### config.mk
export PLATFORM = sky130hd
export DESIGN_NAME = input_deser_align
export DESIGN_NICKNAME = d
export VERILOG_FILES = /design/src/rtl/input_deser_align.sv
export SDC_FILE = /design/constraint.sdc
export NUM_CORES = 1
export LEC_CHECK = 0
export CORE_ASPECT_RATIO = 1.75
export CORE_MARGIN = 3
export CORE_UTILIZATION = 25
export DETAILED_ROUTE_END_ITERATION = 10
export GPL_ROUTABILITY_DRIVEN = 0
export PLACE_DENSITY = 0.52
export SLEW_MARGIN = 20
export SYNTH_ARGS = -nofsm -noshare
export SYNTH_HDL_FRONTEND = slang
export SYNTH_SLANG_ARGS = --single-unit
export TNS_END_PERCENT = 100
### constraint.sdc
create_clock -name SCLK -period 1.9 [get_ports SCLK]
set_input_delay 0.38 -clock SCLK [delete_from_list [all_inputs] [get_ports SCLK]]
set_output_delay 0.38 -clock SCLK [all_outputs]
set_load 0.05 [all_outputs]
### src/rtl/input_deser_align.sv
// Serial-to-parallel input deserializer with bitslip word alignment.
//
// Packs WIDTH bits, qualified by SP, MSB-first into a parallel word. The first
// received bit ends up in Q[WIDTH-1]. A rising edge on SLIP moves the word
// boundary one bit later: the next qualified bit is shifted in without
// advancing the bit counter.
//
// Optional feature, enabled by defining IDESER_AUTOALIGN_EN: a training-pattern
// aligner. It keeps issuing slips until a compared word equals
// SYNC_PAT[WIDTH-1:0], and then raises LOCK.
//
// Ports:
//   SCLK    - clock; all state changes on the rising edge
//   CDN     - asynchronous active-low reset
//   D       - serial data bit from the upstream capture register
//   SP      - bit qualifier; D is consumed only when SP=1
//   SLIP    - bitslip request (level or pulse; rising edge detected)
//   Q       - parallel word, first-received bit in Q[WIDTH-1]
//   QV      - one-cycle strobe, Q is new
//   SLIPACK - one-cycle strobe, a slip was applied
//   LOCK    - aligner locked (tied 0 without IDESER_AUTOALIGN_EN)

module input_deser_align #(
  parameter int unsigned WIDTH    = 8,
  parameter logic [7:0]  SYNC_PAT = 8'hA5
) (
  input  logic             SCLK,
  input  logic             CDN,
  input  logic             D,
  input  logic             SP,
  input  logic             SLIP,
  output logic [WIDTH-1:0] Q,
  output logic             QV,
  output logic             SLIPACK,
  output logic             LOCK
);

  localparam int unsigned    CntW   = $clog2(WIDTH);
  localparam logic [CntW-1:0] CntMax = CntW'(WIDTH - 1);

  typedef enum logic [1:0] {StIdle, StPend, StHold} slip_st_e;

  slip_st_e         slip_st_q, slip_st_d;
  logic [WIDTH-1:0] sh_q, sh_d;
  logic [WIDTH-1:0] q_q, q_d;
  logic [CntW-1:0]  cnt_q, cnt_d;
  logic             qv_q, qv_d;
  logic             ack_q, ack_d;
  logic             slip_q;
  logic             ext_req;
  logic             slip_req;
  logic             apply;
  logic             emit;

  assign ext_req = SLIP & ~slip_q;

  // A word completes on the last counted bit, unless that bit is the slipped one.
  assign emit = SP & (cnt_q == CntMax) & ~apply;

  // Datapath
  always_ff @(posedge SCLK or negedge CDN) begin
    if (!CDN) begin
      sh_q   <= '0;
      cnt_q  <= '0;
      q_q    <= '0;
      qv_q   <= 1'b0;
      ack_q  <= 1'b0;
      slip_q <= 1'b0;
    end else begin
      sh_q   <= sh_d;
      cnt_q  <= cnt_d;
      q_q    <= q_d;
      qv_q   <= qv_d;
      ack_q  <= ack_d;
      slip_q <= SLIP;
    end
  end

  always_comb begin
    sh_d  = sh_q;
    cnt_d = cnt_q;
    q_d   = q_q;
    if (SP) begin
      sh_d = {sh_q[WIDTH-2:0], D};
      if (!apply) begin
        cnt_d = (cnt_q == CntMax) ? '0 : cnt_q + CntW'(1);
      end
    end
    if (emit) begin
      q_d = {sh_q[WIDTH-2:0], D};
    end
    qv_d  = emit;
    ack_d = apply;
  end

  // Slip FSM: state register
  always_ff @(posedge SCLK or negedge CDN) begin
    if (!CDN) begin
      slip_st_q <= StIdle;
    end else begin
      slip_st_q <= slip_st_d;
    end
  end

  // Slip FSM: next state. Requests seen outside StIdle are dropped.
  always_comb begin
    slip_st_d = slip_st_q;
    unique case (slip_st_q)
      StIdle: if (slip_req) slip_st_d = StPend;
      StPend: if (SP)       slip_st_d = StHold;
      StHold: if (emit)     slip_st_d = StIdle;
      default:              slip_st_d = StIdle;
    endcase
  end

  // Slip FSM: outputs
  always_comb begin
    apply = (slip_st_q == StPend) & SP;
  end

`ifdef IDESER_AUTOALIGN_EN
  typedef enum logic {StSearch, StLocked} align_st_e;

  align_st_e align_st_q, align_st_d;
  logic      lock_q;
  logic      skip_q;
  logic      cmp_en;
  logic      match;

  // The word that completes while the slip FSM is in StHold straddles the slip.
  // It is flagged here so the aligner does not judge alignment from it.
  always_ff @(posedge SCLK or negedge CDN) begin
    if (!CDN) begin
      align_st_q <= StSearch;
      lock_q     <= 1'b0;
      skip_q     <= 1'b0;
    end else begin
      align_st_q <= align_st_d;
      lock_q     <= (align_st_d == StLocked);
      skip_q     <= emit & (slip_st_q == StHold);
    end
  end

  assign cmp_en = qv_q & ~skip_q & (slip_st_q == StIdle) & (align_st_q == StSearch);
  assign match  = (q_q == SYNC_PAT[WIDTH-1:0]);

  always_comb begin
    align_st_d = align_st_q;
    unique case (align_st_q)
      StSearch: if (cmp_en && match) align_st_d = StLocked;
      StLocked: if (ext_req)         align_st_d = StSearch;
      default:                       align_st_d = StSearch;
    endcase
  end

  // While locked, an external request only drops lock; it never slips.
  assign slip_req = (align_st_q == StSearch) & (ext_req | (cmp_en & ~match));
  assign LOCK     = lock_q;

  logic unused_sh;
  assign unused_sh = sh_q[WIDTH-1];
`else
  assign slip_req = ext_req;
  assign LOCK     = 1'b0;

  logic unused_sh;
  assign unused_sh = sh_q[WIDTH-1] ^ (^SYNC_PAT);
`endif

  assign Q       = q_q;
  assign QV      = qv_q;
  assign SLIPACK = ack_q;

endmodule
* Yosys cells after proc, flatten, opt, wreduce, memory -nomap -nowiden
Index checks and enable logic that the tools add are counted.
** Storage, ports and cells
- Flip-flop bits (word level) :: 23
- Input bits :: 5
- Output and inout port bits :: 11
- Word-level logic and storage cells :: 28
** Cells by class
- Add/subtract/negate cells :: 1
- Equal/unequal tests :: 6
- Mux-type cells :: 5
- Bitwise gates (word level) :: 6
- Reduce and logical (&&, ||, !) cells :: 3
** Operator list (count)
- two-way mux 2 bit :: 3
- inequality test 2 bit (second input constant) :: 3
- one-hot mux 2 bit (3 select lines) :: 1
- bitwise AND 1 bit :: 4
- adder 3 x 1 -> 3 bit (second input constant) :: 1
- equality test 3 bit (second input constant) :: 1
- two-way mux 3 bit :: 1
- AND reduction 3 bit :: 1
- equality test 2 x 1 -> 1 bit (second input constant) :: 1
- equality test 2 bit (second input constant) :: 1
- zero test 2 bit :: 1
- inverter 1 bit :: 2
- AND reduction 2 bit :: 1

* Depth between registers and ports, before layout
- Depth in word-level cells :: 6
- Mapped depth :: 5
- Mapped depth without buffers :: 5

* Worst setup path before layout
OpenSTA, ideal clock, no wires.
- Kind :: register -> register
- Start :: register cnt_q[0]
- End :: register q_q[0] (netlist: Q[0])
- Library setup time :: 0.125 ns
- Arrival time :: 1.258 ns
- Required time :: 1.775 ns
- Setup slack :: 0.517 ns
- Cell stages (with the launch flop) :: 6
- Path buffers :: 0
- Period minus slack after synthesis :: 1.383 ns
- Cells stage by stage :: dfrtp_1 -> ha_1 -> ha_1 -> nand2_1 -> nor2_8 -> mux2_2
** Between the ends
- Longest elaborated chain between the ends :: 3
** RTL lines
- start: declaration :: RTL line 46 : logic [CntW-1:0] cnt_q, cnt_d;
- start signal: assignment :: RTL line 71 : cnt_q <= cnt_d;
- equality test 3 bit :: RTL line 58 : assign emit = SP & (cnt_q == CntMax) & ~apply;
- bitwise AND 1 bit (2 in a row) :: RTL line 58
- named net emit :: RTL line 53 : logic emit;
- end signal: assignment :: RTL line 72 : q_q <= q_d;
- end: declaration :: RTL line 45 : logic [WIDTH-1:0] q_q, q_d;
The timed path passes the listed nets, and every way through them passes these cells.
A chain may end at the register's enable or synchronous reset.

* Worst setup path in the final report
- Start :: register q_q[2] (netlist: Q[2])
- End :: output Q[2]
** RTL lines
- end: declaration :: RTL line 32 : output logic [WIDTH-1:0] Q,
No word-level cell between the ends.

==> impl_metrics.toml <==
[layout]
antenna_cells = 0
fin_cells = 120
syn_to_final_growth_pct = 25.3
finalNetCount = 83
final_area_um2 = 1130
drive_above_1_share = 0.413

[sta]
hold_violations = 0
whs_ns = 0.476
relSlewSlack = 0.661
fin_skew_ns = 0.00486
finalSetupViolCount = 0
tns_ns = 0
max_freq_mhz = 553
rsz0062_at_grt = "false"
worst_pin_slew_ns = 0.507
period_share = 0.952
period_needed_ns = 1.81
timing.final.max_slew_violations = 0

[cts]
cts_sinks = 23
post-cts-setup-buffers = 0
cts_max_level = 1
clk_path_buf_depth = 2
clk_latency_ns = 0.26
path_clk_slew_ns = 0.08
cts_resized = 0
cts_hold_buf = 0
cts_buffers = 3
cts_tree = "yes"
clockRootBuffer = "clkbuf_8"

[synth]
ys_ff_latch = 23
synth_cell_type_count = 15
synth_warnings = 0
syn-cell-area_um2 = 906
syn_inst = 57
synth.avg_cell_area_um2 = 15.9
ys_top_cells_by_area = "dfrtp_1 (64%), mux2_2 (22%), ha_1 (2.8%), nor2_8 (2.2%), buf_4 (1.7%)"
synth_top_cell_by_area = "dfrtp_1"
synth-seq-area-share = 0.635
syn-num-nets = 64
yosysTopAreaCellShare = 0.635

[drt]
ant_nets = 0
first_iter_violations = 2
wl_per_cell_um = 12.6
routed_wl_um = 1510
vias_per_cell = 4.15
dr.pass1.iters = 2
num_vias = 498
drc_errors = 0

[global_routing]
gr-total-overflow = 0
grt_use_total = 0.0772
grt_pass1_wl_um = 2540
grt_max_degree = 24
grt_pass1_vias = 582
antenna_found_initial = 0

[floorplan]
rows = 28
ioPinCount = 16
die_w_um = 51.5
start_util = 0.264
die_h_um = 85.6
core_area_um2 = 3430
die_area_um2 = 4410

[power]
pwr-share-comb = 0.438
power.density_nw_per_um2 = 1670
p_int_mw = 1.15
peakVddDrop_uv = 533
power.share.sequential = 0.410
leakagePower_nw = 0.497
p_sw_mw = 0.739
switching_share = 0.390
p_clk_frac = 0.152

[job]
maxCapViolCount = 0

[placement]
hpwl_um = 1150
dp_cells = 116
post_dp_cell_area_um2 = 1090
portBuffers = 14

[setup_path]
crit_path_end_kind = "primary output"
crit_required_ns = 1.52
critPathLaunchType = "flop"
crit_type = "flop to primary output"
slowest_delay_ns = 0.81
critPathSlowestCell = "clkdlybuf4s50_1"
critPathTopFamily = "buffers and inverters"
crit_arrival_ns = 1.43
startpoint = "Q[2]$_DFFE_PN0P_"
cp_cell_sequence = "clkdlybuf4s50_1"
critPathBufInv = 1
reg2reg_from = "cnt_q[0]$_DFFE_PN0P_"
cp_max_fo = 2

[run_status]
outcome = "finished clean"

[worst_hold_path]
hold_path_class = "input port to asynchronous set/reset pin"
==> cells in the final DEF (no fill, tap or decap), types with 2 or more instances in the layout <==
master | Yosys | final
dfrtp_1 | 23 | 23
mux2_2 | 18 | 18
clkdlybuf4s50_1 | 0 | 9
buf_4 | 2 | 7
clkbuf_8 | 0 | 3
nor2_1 | 2 | 2
ha_1 | 2 | 2
==> area by class of cell <==
class / instances / area (µm²)
Fill cell: 379 / 2300
Clock buffer: 4 / 45.0
Tap cell: 45 / 56.3
Inverter: 1 / 3.75
Timing Repair Buffer: 16 / 143
Sequential cell: 23 / 576
Multi-Input combinational cell: 31 / 312
==> power by group through the flow <==
stage / clock network [mW] / registers (mW) / logic [mW]
2_1_floorplan: 0 / 1.08 / 0.282
3_3_place_gp: 0 / 0.784 / 0.824
3_5_place_dp: 0 / 0.792 / 0.841
4_1_cts: 0.302 / 0.781 / 0.843
5_1_grt: 0.328 / 0.802 / 0.879
6_report: 0.287 / 0.777 / 0.828
==> per-layer routing <==
metal  global-route usage  vias to the layer above  routed length [µm]
li1                     -                      228                   -
met1               0.0765                      254                 555
met2                0.143                       12                 856
met3               0.0157                        4                  70
met4               0.0430                        0                  29
met5                    0                        -                   0
==> final timing paths <==
path / to / slack [ns] / depth (start not counted)
worst max-delay path: Q[2] / 0.09 / 1
worst min-delay path: Q[5]$_DFFE_PN0P_ / 0.48 / 2
worst max register to register: Q[2]$_DFFE_PN0P_ / 0.38 / 5
worst min register to register: Q[6]$_DFFE_PN0P_ / 0.51 / 1
max in group asynchronous: cnt_q[1]$_DFFE_PN0P_ / 1.19 / 2
min in group SCLK: Q[6]$_DFFE_PN0P_ / 0.51 / 1
==> cell usage after synthesis <==
cell and count:
a31o_2 1, o22a_1 1, inv_1 1, buf_4 2
nand2_1 1, and2_1 1, mux2_2 18, nor2_8 1
conb_1 1, nand2b_1 1, nor2b_4 1, nor2_1 2
dfrtp_1 23, ha_1 2, o21ai_1 1
==> stage by stage <==
| step | power [mW] | utilization | setup slack (ns) |
|---|---|---|---|
| final | 1.89 | 0.331 | 0.0904 |
| after global routing | 2.01 | 0.331 | 0.0239 |
| after CTS | 1.93 | 0.331 | 0.0760 |
| after detailed placement | 1.63 | 0.317 | 0.203 |
| after global placement | 1.61 | 0.317 | 0.212 |
| after floorplan | 1.36 | - | 0.517 |
==> state kept, by name (all words and copies together) (netlist names) <==
signal,cells
Q,8
QV,1
SLIPACK,1
cnt_q,3
sh_q,7
slip_q,1
slip_st_q,2
==> logic make-up (layout without fill, tap and decap cells) <==
| group | count (synthesis) | after routing | synth area share |
|---|---|---|---|
| flip-flops | 23 | 23 | 0.635 |
| multiplexers | 18 | 18 | 0.224 |
| AND/OR/NAND/NOR | 7 | 7 | 0.0635 |
| AO/OA/AOI/OAI | 3 | 3 | 0.0249 |
| buffers and inverters | 3 | 21 | 0.0207 |
| adder cells (fa/ha/maj) | 2 | 2 | 0.0276 |
| other | 1 | 1 | 0.00414 |
Power figures use the tool's default switching activity.
